===== config.mk =====
export PLATFORM = sky130hd
export DESIGN_NAME = regfile_wb_arbiter
export DESIGN_NICKNAME = d
export VERILOG_FILES = /design/src/rtl/regfile_wb_arbiter_pkg.sv /design/src/rtl/regfile_wb_arbiter_fifo.sv /design/src/rtl/regfile_wb_arbiter.sv
export SDC_FILE = /design/constraint.sdc
export NUM_CORES = 1
export LEC_CHECK = 0
export CORE_ASPECT_RATIO = 2
export CORE_MARGIN = 2
export CORE_UTILIZATION = 49
export CTS_BUF_LIST = sky130_fd_sc_hd__clkbuf_2 sky130_fd_sc_hd__clkbuf_4 sky130_fd_sc_hd__clkbuf_8
export DETAILED_ROUTE_END_ITERATION = 16
export PLACE_DENSITY = 0.81
export SYNTH_ARGS = -nofsm -noshare
export SYNTH_HDL_FRONTEND = slang
export SYNTH_SLANG_ARGS = --single-unit

===== constraint.sdc =====
create_clock -name clk -period 2.6 [get_ports clk]
set_clock_uncertainty 0.2 [all_clocks]
set_input_delay 0.39 -clock clk [delete_from_list [all_inputs] [get_ports clk]]
set_output_delay 0.39 -clock clk [all_outputs]
set_load 0.01 [all_outputs]

===== src/rtl/regfile_wb_arbiter_pkg.sv =====
// Shared types for the register-file writeback arbiter: address width,
// the x0 address and the queued multi-cycle result entry.
package regfile_wb_arbiter_pkg;

    localparam int REG_ADDR_W = 5;
    localparam int DATA_W     = 32;

    localparam logic [REG_ADDR_W-1:0] X0_ADDR = '0;

    typedef struct packed {
        logic [REG_ADDR_W-1:0] waddr;
        logic [DATA_W-1:0]     wdata;
        logic                  live;
    } wb_entry_t;

endpackage


===== src/rtl/regfile_wb_arbiter_fifo.sv =====
// Circular buffer of multi-cycle results with per-entry live bits, so a younger
// pipeline write can kill queued results to the same register without reordering.
module wb_result_fifo
    import regfile_wb_arbiter_pkg::*;
#(
    parameter int DEPTH = 2
) (
    input  logic                  clk,
    input  logic                  rst_n,
    input  logic                  push_i,
    input  wb_entry_t             push_entry_i,
    input  logic                  pop_i,
    input  logic                  kill_i,
    input  logic [REG_ADDR_W-1:0] kill_waddr_i,
    output wb_entry_t             head_o,
    output logic                  empty_o,
    output logic                  full_o,
    output logic                  any_live_o
);

    localparam int PTR_W = $clog2(DEPTH);

    logic [PTR_W-1:0]      rd_ptr_q, wr_ptr_q;
    logic [PTR_W:0]        count_q;
    logic [DEPTH-1:0]      live_q, live_d;
    logic [REG_ADDR_W-1:0] waddr_q [DEPTH];
    logic [DATA_W-1:0]     wdata_q [DEPTH];

    assign empty_o    = (count_q == '0);
    assign full_o     = (count_q == (PTR_W+1)'(DEPTH));
    assign any_live_o = |live_q;
    assign head_o     = '{waddr: waddr_q[rd_ptr_q], wdata: wdata_q[rd_ptr_q], live: live_q[rd_ptr_q]};

    // Popped slots are cleared so live_q only ever marks occupied entries.
    always_comb begin
        // NOTE: assign every always_comb output a default first, otherwise paths that skip it infer a latch.
        live_d = live_q;
        if (kill_i) begin
            for (int i = 0; i < DEPTH; i++) begin
                if (waddr_q[i] == kill_waddr_i) live_d[i] = 1'b0;
            end
        end
        if (pop_i)  live_d[rd_ptr_q] = 1'b0;
        if (push_i) live_d[wr_ptr_q] = push_entry_i.live;
    end

    always_ff @(posedge clk or negedge rst_n) begin
        // NOTE: state uses non-blocking assignments so every flop samples pre-edge values.
        if (!rst_n) begin
            rd_ptr_q <= '0;
            wr_ptr_q <= '0;
            count_q  <= '0;
            live_q   <= '0;
        end else begin
            live_q <= live_d;
            if (push_i) wr_ptr_q <= wr_ptr_q + 1'b1;
            if (pop_i)  rd_ptr_q <= rd_ptr_q + 1'b1;
            case ({push_i, pop_i})
                2'b10:   count_q <= count_q + 1'b1;
                2'b01:   count_q <= count_q - 1'b1;
                default: count_q <= count_q;
            endcase
        end
    end

    // NOTE: the payload array is deliberately not reset; live_q and count_q decide whether a slot means anything.
    always_ff @(posedge clk) begin
        if (push_i) begin
            waddr_q[wr_ptr_q] <= push_entry_i.waddr;
            wdata_q[wr_ptr_q] <= push_entry_i.wdata;
        end
    end

endmodule


===== src/rtl/regfile_wb_arbiter.sv =====
// Shares the register-file write port between the in-order WB stage and queued
// multi-cycle results, with a starvation stall that guarantees the queue drains.
module regfile_wb_arbiter
    import regfile_wb_arbiter_pkg::*;
#(
    parameter int width    = DATA_W,
    parameter int DEPTH    = 2,
    parameter int MAX_WAIT = 4
) (
    input  logic                  clk,
    input  logic                  rst_n,
    input  logic                  p_wen,
    input  logic [REG_ADDR_W-1:0] p_waddr,
    input  logic [width-1:0]      p_wdata,
    input  logic                  m_valid,
    output logic                  m_ready,
    input  logic [REG_ADDR_W-1:0] m_waddr,
    input  logic [width-1:0]      m_wdata,
    output logic                  rf_wen,
    output logic [REG_ADDR_W-1:0] rf_waddr,
    output logic [width-1:0]      rf_wdata,
    output logic                  stall_pipe,
    output logic                  m_busy
);

    localparam int                CNT_W     = 4;
    localparam logic [CNT_W-1:0]  LAST_WAIT = CNT_W'(MAX_WAIT - 1);

    logic             stall_q, stall_d;
    logic [CNT_W-1:0] wait_q, wait_d;
    wb_entry_t        head, push_entry;
    logic             empty, full, any_live;
    logic             p_grant, m_grant, push, pop;

    // rst_n gates the combinational grants so the port is quiet during reset.
    assign p_grant = rst_n && !stall_q && p_wen && (p_waddr != X0_ADDR);
    assign m_grant = rst_n && !p_grant && head.live;
    assign pop     = m_grant || (!empty && !head.live);

    assign m_ready    = rst_n && !full;
    assign push       = m_valid && m_ready && (m_waddr != X0_ADDR);
    assign push_entry = '{waddr: m_waddr, wdata: m_wdata, live: !(p_grant && (p_waddr == m_waddr))};

    assign stall_pipe = stall_q;
    assign m_busy     = any_live;

    wb_result_fifo #(.DEPTH(DEPTH)) u_fifo (
        .clk          (clk),
        .rst_n        (rst_n),
        .push_i       (push),
        .push_entry_i (push_entry),
        .pop_i        (pop),
        .kill_i       (p_grant),
        .kill_waddr_i (p_waddr),
        .head_o       (head),
        .empty_o      (empty),
        .full_o       (full),
        .any_live_o   (any_live)
    );

    always_comb begin
        rf_wen   = 1'b0;
        rf_waddr = '0;
        rf_wdata = '0;
        if (p_grant) begin
            rf_wen   = 1'b1;
            rf_waddr = p_waddr;
            rf_wdata = p_wdata;
        end else if (m_grant) begin
            rf_wen   = 1'b1;
            rf_waddr = head.waddr;
            rf_wdata = head.wdata;
        end
    end

    // The stall cycle itself never counts, so stall_pipe cannot assert back to back.
    always_comb begin
        stall_d = 1'b0;
        wait_d  = '0;
        if (!stall_q && head.live && !m_grant) begin
            if (wait_q == LAST_WAIT) stall_d = 1'b1;
            else                     wait_d  = wait_q + 1'b1;
        end
    end

    always_ff @(posedge clk or negedge rst_n) begin
        if (!rst_n) begin
            stall_q <= 1'b0;
            wait_q  <= '0;
        end else begin
            stall_q <= stall_d;
            wait_q  <= wait_d;
        end
    end

endmodule

==> summary.md, run 1 <==
| Metric | Value |
|---|---|
| Status | `finished clean` |
| Final global-route overflow total | `0` |
| Aggregate global-route resource usage | `0.226` |
| Cell with the largest stage delay on the worst path | `sky130_fd_sc_hd__or4_4` |
| Final Wtd Congestion | `0.850` |
| Library cell used as clock root buffer | `sky130_fd_sc_hd__clkbuf_8` |
| Setup crit end | `rf_wdata[12]` |
| Leading cell type in the layout, fill and taps excluded | `sky130_fd_sc_hd__clkdlybuf4s50_1` |
| Final count of negative-setup-slack endpoints | `0` |
| FF-to-FF End | `u_fifo.count_q[1]` |
| Synth Register Bits | `85` |
| Worst-Margin Slew | `360 ps` |
| Critical path cell sequence | `buf_6 > or4_4 > buf_6 > o21ai_4 > nand2b_4 > buf_12 > buf_16 > o21ai_4 > buf_6` |
| Number of antenna repair diodes | `0` |
| Reg-to-Reg Start | `stall_pipe` |
| Clock tree sinks | `85` |
| Critical path data arrival time | `1990 ps` |
| Die outline height | `131 um` |
| Clock period minus final worst setup slack | `2580 ps` |
| Cell depth of the worst setup path | `9` |
| DRC violation count after routing | `0` |
| Mean Syn Cell Area | `13.9 um2` |
| R2R depth | `8` |
| First-pass GRT wire length | `14100 um` |
| Critical path buffer and inverter count | `5` |
| Post-synth top area share | `0.562` |
| Max rail drop VDD | `0.000733 V` |
| Clock tree from TritonCTS | `done` |
| Hold slack | `282 ps` |
| PortBufs | `118` |
| Setup repair after global routing missed its margin | `yes` |
| Number of instances in the synthesized netlist | `284` |
| Core footprint | `7890 um2` |
| Post-layout total power | `0.00429 W` |
| Sum of routed wire length over all layers | `9470 um` |
| Top delay family on crit path | `simple AND/OR/NAND/NOR gates` |
| Worst slew margin relative to its limit | `0.758` |
| Synthesized net count | `364` |
| Register-to-register path setup slack | `300 ps` |
| Final hold vios | `0` |
| Top achievable clock speed | `0.387 GHz` |
| NumNets Final | `511` |
| Maximum fanout count along the critical path | `6` |
| Number of synthesis warnings | `0` |
| HPWL reported at the end of detailed placement | `6400 um` |
| Part of the Yosys area used for sequential elements | `0.632` |
| DRT iter0 DRCs | `107` |
| Row count | `46` |
| Fraction of final layout cells with drive strength greater than 1 | `0.296` |
| Area overhead of the layout relative to synthesis | `40.6%` |
| DR WL/cell | `17.8 um` |
| First-pass iteration count of the detailed router | `4` |
| Pin count of the biggest net entering global routing | `41` |
| Die ar. | `8850 um2` |
| # IOs | `119` |
| EDFF count, synth | `74` |
| Clock insertion delay at the later pin of the skew report | `350 ps` |
| Total number of vias | `2811` |
| X dimension of the die | `67.5 um` |
| Count of max-cap constraint violations | `0` |
| Startpoint type of the worst setup path | `input port` |
| Clock Tree Buf Depth | `2` |
| Endpoint required time on the critical path | `2010 ps` |
| Remaining number of nets flagged by the antenna check after routing | `0` |
| Critical Path Most Common Cell | `sky130_fd_sc_hd__buf_6` |
| Pleak | `2.22 nW` |
| H-Tree Depth | `3` |
| Final critical-path share of the clock period | `0.993` |
| Register clock-pin slew on the reported worst setup and hold paths | `80 ps` |
| Starting density of the core | `0.501` |
| Worst setup startpoint | `p_waddr[3]` |
| Number of vias per cell | `5.28` |
| Crit. End Element | `primary output` |
| Cell taking the most area after synthesis | `sky130_fd_sc_hd__edfxtp_1` |
| Power per Cell Area | `771 nW/um2` |
| Most used cells in the layout excluding fill and tap cells | `75 x sky130_fd_sc_hd__clkdlybuf4s50_1, 74 x sky130_fd_sc_hd__edfxtp_1, 40 x sky130_fd_sc_hd__nand2_1` |
| Vias in the first global route | `2927` |
| Delay of the slowest critical-path stage | `540 ps` |
| Main flop type after synthesis | `sky130_fd_sc_hd__edfxtp_1` |
| Fraction of registers with async set or reset after synthesis | `0.129` |
| Final-report max-slew violation count | `0` |
| Worst setup path class | `in2out` |
| Class of the tightest hold or removal check | `reg2reg` |
| Total clock buffers created by CTS | `9` |
| Post-synthesis cell type count | `33` |
| Top post-synthesis cells by area | `sky130_fd_sc_hd__edfxtp_1 56%, sky130_fd_sc_hd__mux2i_1 9.6%, sky130_fd_sc_hd__dfrtp_1 7.0%` |
| Netlist Area Pre-Place | `3950 um2` |
| Number of antenna violations at the first check in global routing | `0` |
| Final core utilization | `0.705` |
[timing repair]
item,4_1_cts,5_1_grt
endpoints found under the setup margin,39,30
pin swaps,3,14
resized for setup,158,23
endpoints found under the hold margin,11,0
setup buffers,4,0
cloned,3,0
hold buffers,3,0
[worst reg2reg max path, cell delays in order, from the launching register on]
cell                        delay, ps
sky130_fd_sc_hd__dfrtp_1          390
sky130_fd_sc_hd__and3b_2          320
sky130_fd_sc_hd__o21a_4           180
sky130_fd_sc_hd__bufbuf_16        290
sky130_fd_sc_hd__buf_4            140
sky130_fd_sc_hd__o21ai_4           60
sky130_fd_sc_hd__ha_1             320
sky130_fd_sc_hd__nor2_1           140
sky130_fd_sc_hd__xor2_1           180
[power by group]
group	internal (W)	total [W]	switching, W	leakage, nW
sequential	0.00171	0.00180	0.0000924	0.816
combinational	0.000826	0.00168	0.000854	1.32
clock	0.000347	0.000809	0.000461	0.0816
total	0.00288	0.00429	0.00141	2.22
[registers in the layout, summed over array words and instances, names as in the netlist]
name / count
u_fifo.wr_ptr_q: 1
u_fifo.count_q: 2
u_fifo.rd_ptr_q: 1
wait_q: 4
u_fifo.waddr_q: 10
u_fifo.wdata_q: 64
u_fifo.live_q: 2
stall_pipe: 1
[metal layers]
metal | part of all wire | GRT usage | vias to the layer above
met5 | 0 | 0 | -
met4 | 0.039 | 0.130 | 0
met3 | 0.059 | 0.0454 | 28
met2 | 0.58 | 0.422 | 105
met1 | 0.32 | 0.218 | 1335
li1 | - | - | 1343
[logic make-up (layout without fill, tap and decap cells)]
family	count (synthesis)	after routing	synth area share
AND/OR/NAND/NOR	67	67	0.0782
AO/OA/AOI/OAI	49	49	0.103
XOR/XNOR	21	21	0.0465
adder cells (fa/ha/maj)	2	2	0.00633
buffers and inverters	22	174	0.0383
multiplexers	38	38	0.0962
flip-flops	85	85	0.632
[cells in the mapped netlist (3+ instances only)]
| cell | count |
|---|---|
| sky130_fd_sc_hd__edfxtp_1 | 74 |
| sky130_fd_sc_hd__nand2_1 | 41 |
| sky130_fd_sc_hd__mux2i_1 | 38 |
| sky130_fd_sc_hd__o21ai_2 | 30 |
| sky130_fd_sc_hd__xnor2_1 | 12 |
| sky130_fd_sc_hd__dfrtp_1 | 11 |
| sky130_fd_sc_hd__o21ai_0 | 9 |
| sky130_fd_sc_hd__xor2_1 | 9 |
| sky130_fd_sc_hd__inv_1 | 7 |
| sky130_fd_sc_hd__clkbuf_1 | 6 |
| sky130_fd_sc_hd__nor2_1 | 6 |
| sky130_fd_sc_hd__nand3_1 | 5 |
| sky130_fd_sc_hd__buf_2 | 4 |
| sky130_fd_sc_hd__buf_12 | 3 |
| sky130_fd_sc_hd__nor4_1 | 3 |
[area by class of cell]
class	count	area, um2
sequential	85	2500
clock buffer	9	124
multi-input combinational	177	1340
fill	563	2330
tap	96	120
clock inverter	7	50.0
inverter	7	26.3
timing repair buffer	151	1400
[through the flow]
step	instances	setup WS (ps)	setup TNS [ps]	area [um2]
global placement	506	-561	-21230	5370
global route	532	-29.1	-39.9	5560
CTS	532	-36.0	-101	5630
detailed placement	506	-623	-22320	5370
floorplan	284	251	0	3950
finish	532	17.0	0	5560
[worst min-delay path by stage]
stage | start | end | slack, ps | cells past startpoint
detailed placement | wait_q[0] | wait_q[0] | 270 | 1
floorplan | rst_n | stall_pipe | -110 | 0
global placement | wait_q[0] | wait_q[0] | 250 | 1
global route | wait_q[0] | wait_q[0] | 310 | 1
CTS | wait_q[0] | wait_q[0] | 280 | 1
finish | wait_q[0] | wait_q[0] | 280 | 1
Power figures use the tool's default switching activity.
==> run 2: changes to the inputs <==
--- a/config.mk
+++ b/config.mk
@@ -10,6 +10,7 @@
 export CORE_UTILIZATION = 49
 export CTS_BUF_LIST = sky130_fd_sc_hd__clkbuf_2 sky130_fd_sc_hd__clkbuf_4 sky130_fd_sc_hd__clkbuf_8
 export DETAILED_ROUTE_END_ITERATION = 16
+export GPL_ROUTABILITY_DRIVEN = 0
 export PLACE_DENSITY = 0.81
 export SYNTH_ARGS = -nofsm -noshare
 export SYNTH_HDL_FRONTEND = slang
==> results of run 2 <==
Final layout, timing and power as in run 1 (identical DEF).
==> run 3: changes to the inputs <==
--- a/config.mk
+++ b/config.mk
@@ -9,6 +9,7 @@
 export CORE_MARGIN = 2
 export CORE_UTILIZATION = 49
 export CTS_BUF_LIST = sky130_fd_sc_hd__clkbuf_2 sky130_fd_sc_hd__clkbuf_4 sky130_fd_sc_hd__clkbuf_8
+export CTS_CLUSTER_SIZE = 30
 export DETAILED_ROUTE_END_ITERATION = 16
 export GPL_ROUTABILITY_DRIVEN = 0
 export PLACE_DENSITY = 0.81
==> results of run 3 <==
Final layout, timing and power as in run 1 (identical DEF).
